[src/rtl/answer_pkg.sv]
// Shared definitions for the contestant lock-in arbiter: phase codes, the
// arbiter FSM state encoding and the fixed-priority one-hot selector.
package answer_pkg;

  localparam logic [2:0] ST_IDLE  = 3'b000;
  localparam logic [2:0] ST_READY = 3'b001;
  localparam logic [2:0] ST_GRAB  = 3'b010;

  typedef enum logic [2:0] {
    FSM_IDLE,
    FSM_READY,
    FSM_GRAB,
    FSM_LOCKED,
    FSM_FOUL,
    FSM_TMO
  } fsm_t;

  // Isolates the lowest set bit, so contestant 0 always has the highest priority.
  function automatic logic [3:0] prio_sel(input logic [3:0] mask);
    prio_sel = mask & (~mask + 4'd1);
  endfunction

endpackage

[src/rtl/key_debounce.sv]
// Level debouncer for one synchronised button: dout follows din only after
// DEB_CYCLES consecutive samples that differ from the current dout.
module key_debounce #(
  parameter logic [19:0] DEB_CYCLES = 20'd1_000_000
) (
  input  logic clk,
  input  logic rst,
  input  logic din,
  output logic dout
);

  logic [19:0] r_cnt;
  logic        r_dout;

  always_ff @(posedge clk) begin
    if (!rst) begin
      r_cnt  <= '0;
      r_dout <= 1'b0;
    end else if (din == r_dout) begin
      r_cnt <= '0;
    end else if (r_cnt >= DEB_CYCLES - 20'd1) begin
      r_dout <= din;
      r_cnt  <= '0;
    end else begin
      r_cnt <= r_cnt + 20'd1;
    end
  end

  assign dout = r_dout;

endmodule

[src/rtl/answer_lock.sv]
// Contestant lock-in arbiter: decides first buzz, early-press foul or timeout
// per round. Define ANSWER_DEBOUNCE_EN to insert key_debounce on each button.
module answer_lock
  import answer_pkg::*;
#(
  parameter logic [31:0] WINDOW_CYCLES = 32'd150_000_000,
  parameter logic [19:0] DEB_CYCLES    = 20'd1_000_000
) (
  input  logic       clk,
  input  logic       rst,
  input  logic [2:0] state,
  input  logic [3:0] btn,
  input  logic       host_clr,
  output logic [3:0] lock_people,
  output logic       isFoul,
  output logic [3:0] foul_people,
  output logic       timeout,
  output logic [3:0] banned
);

  localparam logic [31:0] CNT_LAST = WINDOW_CYCLES - 32'd1;

  logic [3:0]  r_sync1;
  logic [3:0]  r_sync2;
  logic [3:0]  r_press_d;
  logic [3:0]  w_press_q;
  logic [3:0]  w_press_rise;
  logic [3:0]  w_elig_press;
  logic [3:0]  w_elig_rise;
  logic [2:0]  w_phase;

  fsm_t        r_fsm;
  fsm_t        w_fsm_next;
  logic [31:0] r_cnt;
  logic [31:0] w_cnt_next;
  logic [3:0]  r_lock_people;
  logic [3:0]  w_lock_next;
  logic [3:0]  r_foul_people;
  logic [3:0]  w_foul_next;
  logic        r_isfoul;
  logic        w_isfoul_next;
  logic        r_timeout;
  logic        w_timeout_next;
  logic [3:0]  r_banned;
  logic [3:0]  w_banned_next;

  always_ff @(posedge clk) begin
    if (!rst) begin
      r_sync1   <= '0;
      r_sync2   <= '0;
      r_press_d <= '0;
    end else begin
      r_sync1   <= btn;
      r_sync2   <= r_sync1;
      r_press_d <= w_press_q;
    end
  end

`ifdef ANSWER_DEBOUNCE_EN
  genvar gi;
  generate
    for (gi = 0; gi < 4; gi++) begin : g_deb
      key_debounce #(
        .DEB_CYCLES(DEB_CYCLES)
      ) u_deb (
        .clk  (clk),
        .rst  (rst),
        .din  (r_sync2[gi]),
        .dout (w_press_q[gi])
      );
    end
  endgenerate
`else
  logic w_unused_deb;
  assign w_unused_deb = ^DEB_CYCLES;
  assign w_press_q    = r_sync2;
`endif

  assign w_press_rise = w_press_q & ~r_press_d;
  assign w_elig_press = w_press_q & ~r_banned;
  assign w_elig_rise  = w_press_rise & ~r_banned;
  // Undefined phase codes collapse to idle so the FSM only ever sees three phases.
  assign w_phase = (state == ST_READY || state == ST_GRAB) ? state : ST_IDLE;

  always_comb begin
    w_fsm_next     = r_fsm;
    w_cnt_next     = r_cnt;
    w_lock_next    = r_lock_people;
    w_foul_next    = r_foul_people;
    w_isfoul_next  = r_isfoul;
    w_timeout_next = r_timeout;
    w_banned_next  = r_banned;
    case (r_fsm)
      FSM_IDLE: begin
        w_lock_next    = '0;
        w_foul_next    = '0;
        w_isfoul_next  = 1'b0;
        w_timeout_next = 1'b0;
        w_cnt_next     = '0;
        if (w_phase == ST_IDLE) w_banned_next = '0;
        if (w_phase == ST_READY)     w_fsm_next = FSM_READY;
        else if (w_phase == ST_GRAB) w_fsm_next = FSM_GRAB;
      end
      FSM_READY: begin
        w_cnt_next = '0;
        if (w_phase == ST_READY) begin
          if (|w_elig_press) begin
            w_fsm_next    = FSM_FOUL;
            w_foul_next   = prio_sel(w_elig_press);
            w_isfoul_next = 1'b1;
            w_banned_next = r_banned | prio_sel(w_elig_press);
          end
        end else if (w_phase == ST_GRAB) begin
          w_fsm_next = FSM_GRAB;
        end else begin
          w_fsm_next = FSM_IDLE;
        end
      end
      FSM_GRAB: begin
        // A lock beats expiry when both land on the same edge.
        if (w_phase != ST_GRAB) begin
          w_fsm_next = FSM_IDLE;
        end else if (|w_elig_rise) begin
          w_fsm_next  = FSM_LOCKED;
          w_lock_next = prio_sel(w_elig_rise);
        end else if (r_cnt >= CNT_LAST) begin
          w_fsm_next     = FSM_TMO;
          w_timeout_next = 1'b1;
        end else begin
          w_cnt_next = r_cnt + 32'd1;
        end
      end
      FSM_LOCKED: begin
        if (host_clr || w_phase != ST_GRAB) begin
          w_fsm_next  = FSM_IDLE;
          w_lock_next = '0;
        end
      end
      FSM_FOUL: begin
        if (host_clr || w_phase == ST_IDLE) begin
          w_fsm_next    = (host_clr && w_phase == ST_READY) ? FSM_READY : FSM_IDLE;
          w_isfoul_next = 1'b0;
          w_foul_next   = '0;
        end
      end
      FSM_TMO: begin
        if (host_clr || w_phase != ST_GRAB) begin
          w_fsm_next     = FSM_IDLE;
          w_timeout_next = 1'b0;
        end
      end
      default: begin
        w_fsm_next     = FSM_IDLE;
        w_lock_next    = '0;
        w_foul_next    = '0;
        w_isfoul_next  = 1'b0;
        w_timeout_next = 1'b0;
        w_cnt_next     = '0;
      end
    endcase
  end

  always_ff @(posedge clk) begin
    if (!rst) begin
      r_fsm         <= FSM_IDLE;
      r_cnt         <= '0;
      r_lock_people <= '0;
      r_foul_people <= '0;
      r_isfoul      <= 1'b0;
      r_timeout     <= 1'b0;
      r_banned      <= '0;
    end else begin
      r_fsm         <= w_fsm_next;
      r_cnt         <= w_cnt_next;
      r_lock_people <= w_lock_next;
      r_foul_people <= w_foul_next;
      r_isfoul      <= w_isfoul_next;
      r_timeout     <= w_timeout_next;
      r_banned      <= w_banned_next;
    end
  end

  assign lock_people = r_lock_people;
  assign isFoul      = r_isfoul;
  assign foul_people = r_foul_people;
  assign timeout     = r_timeout;
  assign banned      = r_banned;

endmodule

[config.mk]
export PLATFORM = sky130hd
export DESIGN_NAME = answer_lock
export DESIGN_NICKNAME = d
export VERILOG_FILES = /design/src/rtl/answer_pkg.sv /design/src/rtl/key_debounce.sv /design/src/rtl/answer_lock.sv
export SDC_FILE = /design/constraint.sdc
export NUM_CORES = 1
export LEC_CHECK = 0
export CAP_MARGIN = 20
export CORE_MARGIN = 1.5
export CORE_UTILIZATION = 52
export DETAILED_ROUTE_END_ITERATION = 10
export GPL_ROUTABILITY_DRIVEN = 0
export PLACE_DENSITY = 0.85
export SLEW_MARGIN = 25
export SYNTH_ARGS = -nofsm -noshare
export SYNTH_HDL_FRONTEND = slang
export SYNTH_SLANG_ARGS = --single-unit
[constraint.sdc]
create_clock -name clk -period 2.64 [get_ports clk]
set_clock_uncertainty 0.2 [all_clocks]
set_input_delay 0.66 -clock clk [delete_from_list [all_inputs] [get_ports clk]]
set_output_delay 0.66 -clock clk [all_outputs]
set_load 0.05 [all_outputs]
==> run summary <==
Status: completed
Slew margin rel.: 63.0%
Finish-stage setup viols: 0
CTS Hold Buffers Added: 0
Post-Route Utilization: 70.5%
Clock Pin Slew Worst Setup and Hold Paths: 70 ps
Top Layer Used: met4
Synth cell types: 46
Metal2 WL: 3660 um
Crit Path Class: input pin to flip-flop
CTS Buf Count: 9
Die span in y: 77.5 um
#FFs+latches synth: 61
Hold Slack: 239 ps
Leak pwr: 1.24 nW
Worst-margin pin slew: 549 ps
Layout Nets: 416
Total Routing Usage GR: 26.5%
Met3 Wirelength: 478 um
Largest net degree at the start of global routing: 28
Critical Path Sink Type: flip-flop
Final hold violations: 0
Clock root buffer master: clkbuf_8
Post-route clock period utilization: 97.5%
Number of routed nets with antenna violations: 0
Hpwl dp: 5090 um
VDD IR-drop max: 360 uV
Vias: 2914
Most used DFF post-synth: dfxtp_1
Ports: 24
Die span in x: 77.5 um
Hold WC Path Type: flip-flop to flip-flop
Yosys synthesis warning count: 0
Routed WL: 7580 um
DRC viols: 0
M1 WL: 3260 um
Total power: 1.97 mW
Syn_nets: 362
Clk_lat worst skew: 340 ps
Max-slew violation count: 0
Initial drt markers: 282
Worst path arrival time: 2640 ps
Critical Path Start Type: input pin
RSZ-0062 raised after global routing: no
Cell area after synthesis: 2880 sq um
Sink Count: 61
Finished Layout Cells: 480
Layout cells sized above 1: 16.8%
Fraction of registers with async set/reset: 0%
H-tree levels: 3
Total core area: 5240 sq um
Worst Path Required: 2710 ps
Fin crit period: 2570 ps
CTS max path bufs: 2
Placed cell count: 459
Antenna Cells: 0
WL/cell: 15.8 um
Avg Vias per Cell: 6.07
Grt ovf: 0
Pre-antenna DRT Iters: 5
Syn Inst Count: 351
Synthesized area per cell: 8.21 sq um
Setup TNS: 0 ps
Max_cap viols: 0
Number of global-route vias before repair: 2729
Starting Density: 55.0%
Layout area overhead: 28.0%
FP Rows: 26
Port Buffers: 23
First-pass GRT wire length: 12700 um
Crit-path max FO: 7
Power density over cell area: 534 nW/um^2
Fill cells: 410
Number of flops mapped to enable cells by yosys: 0
Initial antenna violation count: 0
Die Area: 6000 sq um
Seq/Total Area, Yosys: 42.4%
F_max: 388 MHz
CTS tree: yes
[metal layers]
metal | vias to the layer above | track usage [%]
met3 | 18 | 7.41
met1 | 1353 | 32.2
li1 | 1416 | -
met2 | 127 | 43.6
met4 | 0 | 11.5
met5 | - | 0
[cells in the final DEF (no fill, tap or decap), types with 12 or more instances in the layout]
cell type        Yosys  routed
a21oi_1             30      27
and2_1              18      18
buf_4                0      28
clkdlybuf4s50_1      0      20
dfxtp_1             61      59
nand2_1             25      25
nand3_1             20      20
nor2_1              28      28
o21ai_0             26      25
or3_1               18      16
or4_1               13      12
[through the flow]
stage | setup WS, ps | area, sq um
floorplan | 33.3 | 2890
global placement | -534 | 3380
detailed placement | -624 | 3380
CTS | 6.31 | 3670
global route | 10.4 | 3690
finish | 65.1 | 3690
[cells by family after synthesis]
group / count (synthesis) / share of synthesized area, %
compound gates: 98 / 22.2
fa+ha+maj: 1 / 0.434
buf+inv: 23 / 3.34
flops: 61 / 42.4
simple gates: 168 / 31.6
[where the power goes]
| part | switching [mW] | internal (mW) | total, mW |
|---|---|---|---|
| sequential | 0.00783 | 0.930 | 0.938 |
| combinational | 0.110 | 0.102 | 0.212 |
| clock | 0.381 | 0.438 | 0.820 |
[final cells by class]
| cell class | count | area (sq um) | area share (%) |
|---|---|---|---|
| clock inverter | 7 | 73.8 | 2.00 |
| inverter | 8 | 30.0 | 0.814 |
| sequential | 61 | 1220 | 33.2 |
| multi-input combinational | 269 | 1640 | 44.4 |
| clock buffer | 9 | 124 | 3.36 |
| timing repair buffer | 56 | 512 | 13.9 |
| tap | 70 | 87.6 | 2.37 |
[worst paths after layout]
path,slack (ps),depth (start not counted),startpoint,endpoint
worst max-delay path,70,8,state[0],r_cnt[26]
worst min-delay path,240,1,r_sync1[0],r_sync2[0]
worst max register to register,100,7,r_cnt[16],r_cnt[16]
worst min register to register,240,1,r_sync1[0],r_sync2[0]
[synth_stat cells, types with 9 or more instances]
master	n	area (sq um)
dfxtp_1	61	1220
a21oi_1	30	150
nor2_1	28	105
o21ai_0	26	130
nand2_1	25	93.8
nand3_1	20	100
and2_1	18	113
or3_1	18	113
or4_1	13	97.6
clkbuf_1	11	41.3
nor2b_1	9	56.3
nor3_1	9	45.0
o31ai_1	9	67.6
[critical path, stage by stage]
cell and delay, ps:
clkbuf_2 90, or3b_4 410, or3_4 350, o22ai_4 270
buf_6 150, o2111ai_4 140, or3_1 420, a21oi_1 150
[registers in the layout, indices dropped and copies added, names as in the netlist, 3 cells and up]
name and cells:
banned 4, foul_people 4, lock_people 4, r_cnt 32, r_fsm 3, r_press_d 4
r_sync1 4, r_sync2 4
[repair_timing]
item,4_1_cts,5_1_grt
cloned,3,0
pin swaps,13,5
setup endpoints to repair,26,24
buffers inserted,1,1
resized for setup,13,10
No activity file was read; power rests on OpenSTA's default activity.
